<file path="config.mk">
export PLATFORM = sky130hd
export DESIGN_NAME = vedic_seq_mult_flat
export DESIGN_NICKNAME = d
export VERILOG_FILES = /design/src/rtl/vedic_pkg.sv /design/src/rtl/vedic_seq_mult_if.sv /design/src/rtl/vedic_2x2.sv /design/src/rtl/vedic_seq_mult.sv /design/src/flat_wrapper.sv
export SDC_FILE = /design/constraint.sdc
export NUM_CORES = 1
export LEC_CHECK = 0
export BUFFER_PORTS_ARGS = -buffer_cell sky130_fd_sc_hd__buf_2
export CAP_MARGIN = 20
export CORE_ASPECT_RATIO = 1.1
export CORE_MARGIN = 1.5
export CORE_UTILIZATION = 57
export CTS_CLUSTER_SIZE = 10
export DETAILED_ROUTE_END_ITERATION = 6
export PLACE_DENSITY = 0.8
export SKIP_LAST_GASP = 1
export SLEW_MARGIN = 20
export SYNTH_ARGS = -nofsm -noshare
export SYNTH_HDL_FRONTEND = slang
export SYNTH_SLANG_ARGS = --single-unit
</file>
<file path="constraint.sdc">
create_clock -name clk -period 4 [get_ports clk]
set_input_delay 0.2 -clock clk [delete_from_list [all_inputs] [get_ports clk]]
set_output_delay 0.2 -clock clk [all_outputs]
set_load 0.005 [all_outputs]
</file>
<file path="src/rtl/vedic_pkg.sv">
// Shared types and constants for the vedic multiplier family.
package vedic_pkg;

    typedef enum logic [1:0] {
        IDLE = 2'd0,
        RUN  = 2'd1,
        DONE = 2'd2
    } state_e;

    localparam int WIDTH_DEFAULT = 8;

    // Width of a digit index for n digits, never narrower than one bit.
    function automatic int digit_idx_w(input int n);
        return (n <= 2) ? 1 : $clog2(n);
    endfunction

endpackage

</file>
<file path="src/rtl/vedic_seq_mult_if.sv">
// Operand/product handshake bundle for vedic_seq_mult.
interface vedic_seq_mult_if #(
    parameter int WIDTH = vedic_pkg::WIDTH_DEFAULT
);
    logic               in_valid;
    logic               in_ready;
    logic [WIDTH-1:0]   a;
    logic [WIDTH-1:0]   b;
    logic               out_valid;
    logic               out_ready;
    logic [2*WIDTH-1:0] p;
    logic               busy;

    modport master (
        output in_valid, a, b, out_ready,
        input  in_ready, out_valid, p, busy
    );

    modport slave (
        input  in_valid, a, b, out_ready,
        output in_ready, out_valid, p, busy
    );
endinterface

</file>
<file path="src/rtl/vedic_2x2.sv">
// Combinational 2x2-bit unsigned vedic (urdhva-tiryagbhyam) multiplier core.
module vedic_2x2 (
    input  logic [1:0] a,
    input  logic [1:0] b,
    output logic [3:0] p
);
    logic cross_lo;
    logic cross_hi;
    logic carry;
    logic vert_hi;

    assign cross_lo = a[1] & b[0];
    assign cross_hi = a[0] & b[1];
    assign carry    = cross_lo & cross_hi;
    assign vert_hi  = a[1] & b[1];

    assign p[0] = a[0] & b[0];
    assign p[1] = cross_lo ^ cross_hi;
    assign p[2] = vert_hi ^ carry;
    assign p[3] = vert_hi & carry;
endmodule

</file>
<file path="src/rtl/vedic_seq_mult.sv">
// Iterative WIDTHxWIDTH multiplier feeding one vedic_2x2 core a digit pair per cycle.
// Define VEDIC_SEQ_ZERO_SKIP_EN to bypass RUN when either captured operand is zero.
module vedic_seq_mult
    import vedic_pkg::*;
#(
    parameter int WIDTH = WIDTH_DEFAULT
) (
    input logic             clk,
    input logic             rst_n,
    vedic_seq_mult_if.slave bus
);
    localparam int N  = WIDTH / 2;
    localparam int IW = digit_idx_w(N);
    localparam logic [IW-1:0] LAST = IW'(N - 1);

    state_e               state_q, state_d;
    logic [WIDTH-1:0]     a_q, a_d;
    logic [WIDTH-1:0]     b_q, b_d;
    logic [2*WIDTH-1:0]   acc_q, acc_d;
    logic [IW-1:0]        i_q, i_d;
    logic [IW-1:0]        j_q, j_d;

    logic [1:0]           a_digit;
    logic [1:0]           b_digit;
    logic [3:0]           prod4;
    logic [IW:0]          ij_sum;
    logic [2*WIDTH-1:0]   term;

    assign a_digit = 2'(a_q >> {i_q, 1'b0});
    assign b_digit = 2'(b_q >> {j_q, 1'b0});
    assign ij_sum  = {1'b0, i_q} + {1'b0, j_q};
    assign term    = (2*WIDTH)'(prod4) << {ij_sum, 1'b0};

    vedic_2x2 u_core (
        .a (a_digit),
        .b (b_digit),
        .p (prod4)
    );

    always_comb begin
        state_d = state_q;
        a_d     = a_q;
        b_d     = b_q;
        acc_d   = acc_q;
        i_d     = i_q;
        j_d     = j_q;
        unique case (state_q)
            IDLE: begin
                if (bus.in_valid) begin
                    a_d   = bus.a;
                    b_d   = bus.b;
                    acc_d = '0;
                    i_d   = '0;
                    j_d   = '0;
`ifdef VEDIC_SEQ_ZERO_SKIP_EN
                    state_d = (bus.a == '0 || bus.b == '0) ? DONE : RUN;
`else
                    state_d = RUN;
`endif
                end
            end
            RUN: begin
                acc_d = acc_q + term;
                // j is the inner digit loop; i advances only when j wraps.
                if (j_q == LAST) begin
                    j_d = '0;
                    if (i_q == LAST) begin
                        state_d = DONE;
                    end else begin
                        i_d = i_q + 1'b1;
                    end
                end else begin
                    j_d = j_q + 1'b1;
                end
            end
            DONE: begin
                if (bus.out_ready) begin
                    state_d = IDLE;
                end
            end
            default: state_d = IDLE;
        endcase
    end

    always_ff @(posedge clk or negedge rst_n) begin
        if (!rst_n) begin
            state_q <= IDLE;
            a_q     <= '0;
            b_q     <= '0;
            acc_q   <= '0;
            i_q     <= '0;
            j_q     <= '0;
        end else begin
            state_q <= state_d;
            a_q     <= a_d;
            b_q     <= b_d;
            acc_q   <= acc_d;
            i_q     <= i_d;
            j_q     <= j_d;
        end
    end

    assign bus.in_ready  = (state_q == IDLE);
    assign bus.out_valid = (state_q == DONE);
    assign bus.busy      = (state_q != IDLE);
    assign bus.p         = acc_q;
endmodule

</file>
<file path="src/flat_wrapper.sv">
// flat-port wrapper written by rule: the top's interface ports become plain ports
module vedic_seq_mult_flat import vedic_pkg::*;
#(
    parameter int WIDTH = WIDTH_DEFAULT
)
  (clk, rst_n, bus_in_valid, bus_a, bus_b, bus_out_ready, bus_in_ready, bus_out_valid, bus_p, bus_busy);
  vedic_seq_mult_if #(.WIDTH(WIDTH)) bus_i ();
  input logic clk;
  input logic rst_n;
  input wire logic [$bits(bus_i.in_valid)-1:0] bus_in_valid;
  input wire logic [$bits(bus_i.a)-1:0] bus_a;
  input wire logic [$bits(bus_i.b)-1:0] bus_b;
  input wire logic [$bits(bus_i.out_ready)-1:0] bus_out_ready;
  output wire logic [$bits(bus_i.in_ready)-1:0] bus_in_ready;
  output wire logic [$bits(bus_i.out_valid)-1:0] bus_out_valid;
  output wire logic [$bits(bus_i.p)-1:0] bus_p;
  output wire logic [$bits(bus_i.busy)-1:0] bus_busy;
  assign bus_i.in_valid = bus_in_valid;
  assign bus_i.a = bus_a;
  assign bus_i.b = bus_b;
  assign bus_i.out_ready = bus_out_ready;
  assign bus_in_ready = bus_i.in_ready;
  assign bus_out_valid = bus_i.out_valid;
  assign bus_p = bus_i.p;
  assign bus_busy = bus_i.busy;
  vedic_seq_mult #(.WIDTH(WIDTH)) u_core (.clk(clk), .rst_n(rst_n), .bus(bus_i));
endmodule
</file>
==> run summary, run 1 <==
CP most frequent cell - ha_1
hold slack - -0.001993 ns
number of CTS-inserted buffers - 5
Switch Pwr - 1.184 mW
Initial Util - 60.60%
Slew Limit Headroom - 43.27%
DR iter-0 viols - 112
Avg Cell Area, Syn - 9.580 sq um
antenna cells - 0
post-layout min period - 3.878 ns
met3 Resource Use GR - 4.841%
Max-cap violations - 0
GR Layer Usage met1 - 28.95%
synth unique cells - 53
Core ar. - 4379 sq um
non-filler cells, final - 372
layout cells sized above 1 - 27.99%
Hold Vio Cnt, Final - 4
io pins - 39
DRT antenna net count - 0
most common cell after layout, fill and taps aside - buf_2
total negative slack - 0 ns
largest net degree at the start of global routing - 39
area leader, netlist - dfrtp_1
site row count - 25
fillers - 353
Buf/Inv on CP - 0
most frequent cells in the layout - buf_2, dfrtp_1, nor2_1, o21ai_0, nand2_1
CP Data Arrival Time - 4.07 ns
initial antenna violation count - 0
Die Ht - 74.57 um
post-DP HPWL - 4316 um
post-layout util - 69.86%
port bufs - 38
drt first pass iters - 5
critical path class - flop to flop
status - complete, but fails checks
M2 GR Usage - 44.66%
Area Growth Syn to Fin - 15.28%
GRT busiest layer - met2
clk slew on worst S/H paths - 0.08 ns
pwr dens - 910.4 nW/um^2
grt total ovfl - 0
EDFF count, synth - 0
Gate power share - 59.4%
RSZ-0062 raised after global routing - yes
mapped cell area - 2654 sq um
Required @ worst endpoint - 4.19 ns
top cell type's share of synthesized area - 35.83%
Clock Path Buffers - 2
worst r2r path cells - 14
leakage power - 1.467 nW
detailed-route DRC error count - 0
Crit. path cell count - 14
worst-margin pin slew - 0.8510 ns
Syn. warnings - 0
Num Clock Sinks - 38
top cells by area, synth - dfrtp_1, ha_1, mux2_2, o21ai_0, nand3_1
CP cell instances - mux4_2 -> and2_1 -> ha_1 -> ha_1 -> nor2b_1 -> a31oi_2 -> nor2_1 -> ha_1 -> nor2b_4 -> o31a_1 -> o21ai_2 -> a211oi_1 -> or3_1 -> a32o_1
Power, Total - 2.785 mW
Die ar. - 5075 sq um
global-route wire length before repair - 9473 um
Root Driver - clkbuf_8
Peak Freq - 257.9 MHz
register area share after synthesis - 35.83%
htree depth - 2
Int Pwr - 1.601 mW
vias in the first global route - 2121
clock network fraction of design power - 14.7%
via/cell ratio - 6.070
Post-Route Skew - 0.008908 ns
Final Routed Wirelength - 5887 um
GRT Total Usage - 24.81%
Crit path max-delay family - compound AO/OA/AOI/OAI gates
Vias - 2258
Clk Latency, worst-skew pair - 0.29 ns
final net count - 359
maximum VDD drop - 0.0004556 V
syn_nets - 319
delay of the slowest cell on the worst path - 0.55 ns
placed cell count - 360
final setup violation count - 0
Pins Over Slew Limit - 0
CP max FO - 6
Post-synth top flop - dfrtp_1
ys async rst share - 100.0%
startpoint types - flop
Mapped Cells - 277
Sw Ratio - 42.50%
Synth Register Bits - 38
failing checks - hold timing
GPL Wtd Cong - 0.8882
Hold Crit Class - primary input to async pin
die width - 68.06 um
sequential power share - 25.9%
TritonCTS clock tree - done
CP endpoint kind - flop
WL/cell - 15.83 um
critical path's slowest cell - mux4_2
Tcrit/Tclk final - 96.95%
## area by class of cell
cell class	instances	area [sq um]	share of cell area, %
Clock buffer	6	82.58	2.699
Timing Repair Buffer	45	242.7	7.935
Tap cell	54	67.56	2.209
Inverter	12	45.04	1.472
Clock inverter	2	60.06	1.963
Multi-Input combinational cell	215	1608	52.56
Sequential cell	38	953.4	31.17
## registers in the layout, summed over array words and instances, names as in the netlist
| signal | count |
|---|---|
| u_core.a_q | 8 |
| u_core.i_q | 2 |
| u_core.b_q | 8 |
| u_core.state_q | 2 |
| u_core.j_q | 2 |
| u_core.bus.p | 16 |
## Yosys cell counts, drive strengths merged (2+ instances only)
library cell	instances
mux2i	2
mux4	4
nand4	4
or2	2
fa	2
o22ai	2
nor2	21
inv	12
mux2	17
or3	2
a21oi	13
nand2	21
a21o	7
nor2b	6
nor3	4
nand3	18
nand3b	2
and2	5
nand2b	4
o21a	2
xor2	4
dfrtp	38
o21ai	23
clkbuf	6
a211o	2
o31ai	2
a31oi	3
a211oi	4
buf	6
ha	20
o211ai	4
xnor2	5
## per-stage QoR
step	worst slack (ns)	area, sq um
floorplan	0.3738	2654
global placement	0.02881	2873
detailed placement	0.0007856	2873
CTS	0.04704	3022
global route	-0.03317	3059
finish	0.1219	3059
## routing by layer
metal / share of wire (%) / up-vias
met5: 0 / -
met4: 1.6 / 0
met2: 54 / 68
met1: 40 / 1091
met3: 4.3 / 13
li1: - / 1086
## logic make-up after synthesis
group	synth area share, %
AOI/OAI and AO/OA	17.30
buffers and inverters	4.007
xor gates and xnor gates	2.970
DFF	35.83
muxes	11.36
and+or+nand+nor	17.59
adders and majority gates	10.94
## power groups by stage
stage          combinational, mW  sequential (mW)  clock [mW]
3_5_place_dp                1.59            0.727           0
4_1_cts                     1.61            0.719       0.417
6_report                    1.65            0.721       0.410
3_3_place_gp                1.54            0.717           0
2_1_floorplan               1.24            0.685           0
5_1_grt                     1.83            0.743       0.432
## final timing paths
kind	startpoint	end	slack, ns
setup / recovery	u_core.j_q[0]$_DFFE_PN0P_	u_core.bus.p[12]$_DFFE_PN0P_	0.12
hold / removal	rst_n	u_core.bus.p[5]$_DFFE_PN0P_	-0.002
setup reg to reg	u_core.j_q[0]$_DFFE_PN0P_	u_core.bus.p[12]$_DFFE_PN0P_	0.12
hold reg to reg	u_core.a_q[2]$_DFFE_PN0P_	u_core.a_q[2]$_DFFE_PN0P_	0.51
max in group asynchronous	rst_n	u_core.j_q[0]$_DFFE_PN0P_	3.39
min in group clk	bus_b[0]	u_core.b_q[0]$_DFFE_PN0P_	0.14
## repair_timing
action / CTS / global route
endpoints found under the setup margin: 1 / 4
setup buffers: 0 / 4
hold buffers: 0 / 0
gates resized for setup: 1 / 3
pin swaps: 0 / 2
gates cloned: 0 / 0
Power figures use the tool's default switching activity.
==> inputs of run 2 (changes only) <==
SYNTH_HIERARCHICAL = 1   (was not set)
==> run summary, run 2 <==
Syn. warnings - 6 (+6)
Synth Register Bits - 38 (unchanged)
post-layout min period - 3.702 ns (-0.1761 ns)
CP Data Arrival Time - 3.89 ns (-0.18 ns)
layout cells sized above 1 - 24.44% (-3.5 points)
Vias - 2240 (-0.80%)
total negative slack - 0 ns (unchanged)
io pins - 39 (unchanged)
GPL Wtd Cong - 0.9243 (+4.1%)
DR iter-0 viols - 217 (+94%)
Required @ worst endpoint - 4.19 ns (about the same)
Num Clock Sinks - 38 (unchanged)
number of CTS-inserted buffers - 5 (unchanged)
largest net degree at the start of global routing - 39 (unchanged)
Core ar. - 4379 sq um (unchanged)
site row count - 25 (unchanged)
initial antenna violation count - 0 (unchanged)
top-count cell post-synth - dfrtp_1
detailed-route DRC error count - 0 (unchanged)
Crit path max-delay family - compound AO/OA/AOI/OAI gates
CP most frequent cell - ha_1
TritonCTS clock tree - done
dpl cell area - 2870 sq um (about the same)
critical path's slowest cell - mux4_2
post-DP HPWL - 4487 um (+4.0%)
Post-Route Skew - 0.01229 ns (+0.003386 ns)
synth unique cells - 50 (-5.7%)
Mapped Cells - 277 (unchanged)
RSZ-0062 raised after global routing - no
synth cell count leaders - dfrtp_1, nand2_1, ha_1, nor2_1, o21ai_0
antenna cells - 0 (unchanged)
pwr dens - 832.8 nW/um^2 (-8.5%)
Final Routed Wirelength - 6031 um (+2.4%)
clock network fraction of design power - 10.7% (-4.0 points)
maximum VDD drop - 0.0004874 V (+7.0%)
Area Growth Syn to Fin - 12.22%
delay of the slowest cell on the worst path - 0.54 ns (about the same)
top cell type's share of synthesized area - 35.98% (+0.15 points)
final setup margin - 0.2980 ns (+0.1761 ns)
Switch Pwr - 1.106 mW (-6.5%)
Initial Util - 60.34% (-0.26 points)
critical path class - flop to flop
grt total ovfl - 0 (unchanged)
dpl ws - 0.2614 ns (+0.2606 ns)
most frequent cells in the layout - buf_2, dfrtp_1, nand2_1
port bufs - 38 (unchanged)
status - finished clean
CP endpoint kind - flop
CP max FO - 6 (unchanged)
drt first pass iters - 4 (-1)
Buf/Inv on CP - 0 (unchanged)
via/cell ratio - 6.070 (about the same)
GRT Total Usage - 26.86% (+2.0 points)
area leader, netlist - dfrtp_1
Clk Latency, worst-skew pair - 0.29 ns (about the same)
register area share after synthesis - 35.98% (+0.15 points)
DRT antenna net count - 0 (unchanged)
Die Ht - 74.41 um (-0.21%)
Die ar. - 5054 sq um (-0.41%)
Int Pwr - 1.364 mW (-15%)
Sw Ratio - 44.79% (+2.3 points)
global-route wire length before repair - 9998 um (+5.5%)
syn_nets - 319 (unchanged)
final setup violation count - 0 (unchanged)
htree depth - 2 (unchanged)
Pins Over Slew Limit - 0 (unchanged)
top cells by area, synth - dfrtp_1, ha_1, mux2_2, nand2_1, o21ai_0
mapped cell area - 2643 sq um (-0.42%)
Clock Path Buffers - 2 (unchanged)
ys async rst share - 100.0% (unchanged)
fillers - 356 (+0.85%)
final instance area - 2965 sq um (-3.1%)
WL/cell - 16.34 um (+3.3%)
# hold bufs at CTS - 0 (unchanged)
final net count - 356 (-0.84%)
sequential power share - 28.0% (+2.1 points)
Hold Vio Cnt, Final - 0 (-4)
die width - 67.92 um (-0.20%)
Peak Freq - 270.1 MHz (+4.8%)
Tcrit/Tclk final - 92.55% (-4.4 points)
leakage power - 1.373 nW (-6.4%)
CP cell instances - mux4_2 -> and2_1 -> ha_1 -> ha_1 -> mux2i_2 -> nor2_1 -> ha_1 -> nor2b_1 -> o2111ai_2 -> a21oi_2 -> o21ai_0 -> a32o_1
max FFs per register - 16 (unchanged)
Slew Limit Headroom - 37.23% (-6.0 points)
Avg Cell Area, Syn - 9.540 sq um (-0.42%)
startpoint types - flop
Hold Crit Class - primary input to async pin
Gate power share - 61.3% (+1.9 points)
Post-synth top flop - dfrtp_1
vias in the first global route - 2162 (+1.9%)
Max-cap violations - 0 (unchanged)
EDFF count, synth - 0 (unchanged)
Root Driver - clkbuf_8
worst-margin pin slew - 0.9397 ns (+0.08865 ns)
clk slew on worst S/H paths - 0.09 ns (about the same)
-- run 2: logic make-up (layout without fill, tap and decap cells) --
group	count (synthesis)	after routing	synth area share, %
AO/OA/AOI/OAI	77	77	20.03
XOR/XNOR	8	8	2.652
adder cells (fa/ha/maj)	22	22	10.98
buffers and inverters	21	59	3.125
flip-flops	38	38	35.98
multiplexers	23	23	11.41
AND/OR/NAND/NOR	88	88	15.82
-- run 2: per-layer routing --
metal	vias up	routed length, um	global-route usage (%)	part of all wire, %
li1	1089	-	-	-
met1	1080	2561	33.59	42
met2	65	3108	46.93	52
met3	6	305	4.387	5.1
met4	0	55	8.889	0.91
met5	-	0	0	0
-- run 2: power by group through the flow --
stage	combinational, mW	clock, mW	sequential (mW)
after detailed placement	1.48	0	0.700
after CTS	1.49	0.273	0.693
after floorplan	1.16	0	0.665
after global routing	1.70	0.288	0.722
final	1.51	0.265	0.691
after global placement	1.44	0	0.691
-- run 2: timing repair --
item	CTS	global route
hold endpoints to repair	0	0
setup buffers	0	0
setup endpoints to repair	0	2
gates resized for setup	0	2
-- run 2: path summary, 6_finish.rpt --
path,from,slack (ns),depth (start not counted),to
setup / recovery,u_core/j_q[0]$_DFFE_PN0P_,0.30,12,u_core/bus.p[8]$_DFFE_PN0P_
hold reg to reg,u_core/b_q[5]$_DFFE_PN0P_,0.51,1,u_core/b_q[5]$_DFFE_PN0P_
setup reg to reg,u_core/j_q[0]$_DFFE_PN0P_,0.30,12,u_core/bus.p[8]$_DFFE_PN0P_
max in group asynchronous,rst_n,3.44,1,u_core/a_q[4]$_DFFE_PN0P_
min in group clk,bus_b[1],0.13,2,u_core/b_q[1]$_DFFE_PN0P_
hold / removal,rst_n,0.005,1,u_core/bus.p[1]$_DFFE_PN0P_
-- run 2: final cells by class --
| cell class | instances | area [sq um] | area share (%) |
|---|---|---|---|
| Timing Repair Buffer | 39 | 197.7 | 6.667 |
| Tap cell | 54 | 67.56 | 2.278 |
| Sequential cell | 38 | 950.9 | 32.07 |
| Clock buffer | 6 | 72.57 | 2.447 |
| Inverter | 12 | 45.04 | 1.519 |
| Clock inverter | 2 | 13.76 | 0.4641 |
| Multi-Input combinational cell | 218 | 1618 | 54.56 |
-- run 2: worst register-to-register path: stages, from the launching register on --
cell and delay (ns):
dfrtp_1 0.48, mux4_2 0.54, and2_1 0.17, ha_1 0.19, ha_1 0.33, mux2i_2 0.30
nor2_1 0.09, ha_1 0.34, nor2b_1 0.26, o2111ai_2 0.19, a21oi_2 0.30, o21ai_0 0.13
a32o_1 0.27
-- run 2: metrics by stage --
stage | hold slack (ns) | std cells | util, % | total power [mW]
final | 0.005409 | 369 | 67.71 | 2.470
after detailed placement | 0.3637 | 361 | 65.54 | 2.176
after global routing | 0.09187 | 369 | 67.71 | 2.713
after global placement | 0.3617 | 361 | 65.54 | 2.130
after floorplan | -0.09559 | 277 | - | 1.822
after CTS | 0.03459 | 369 | 67.51 | 2.455
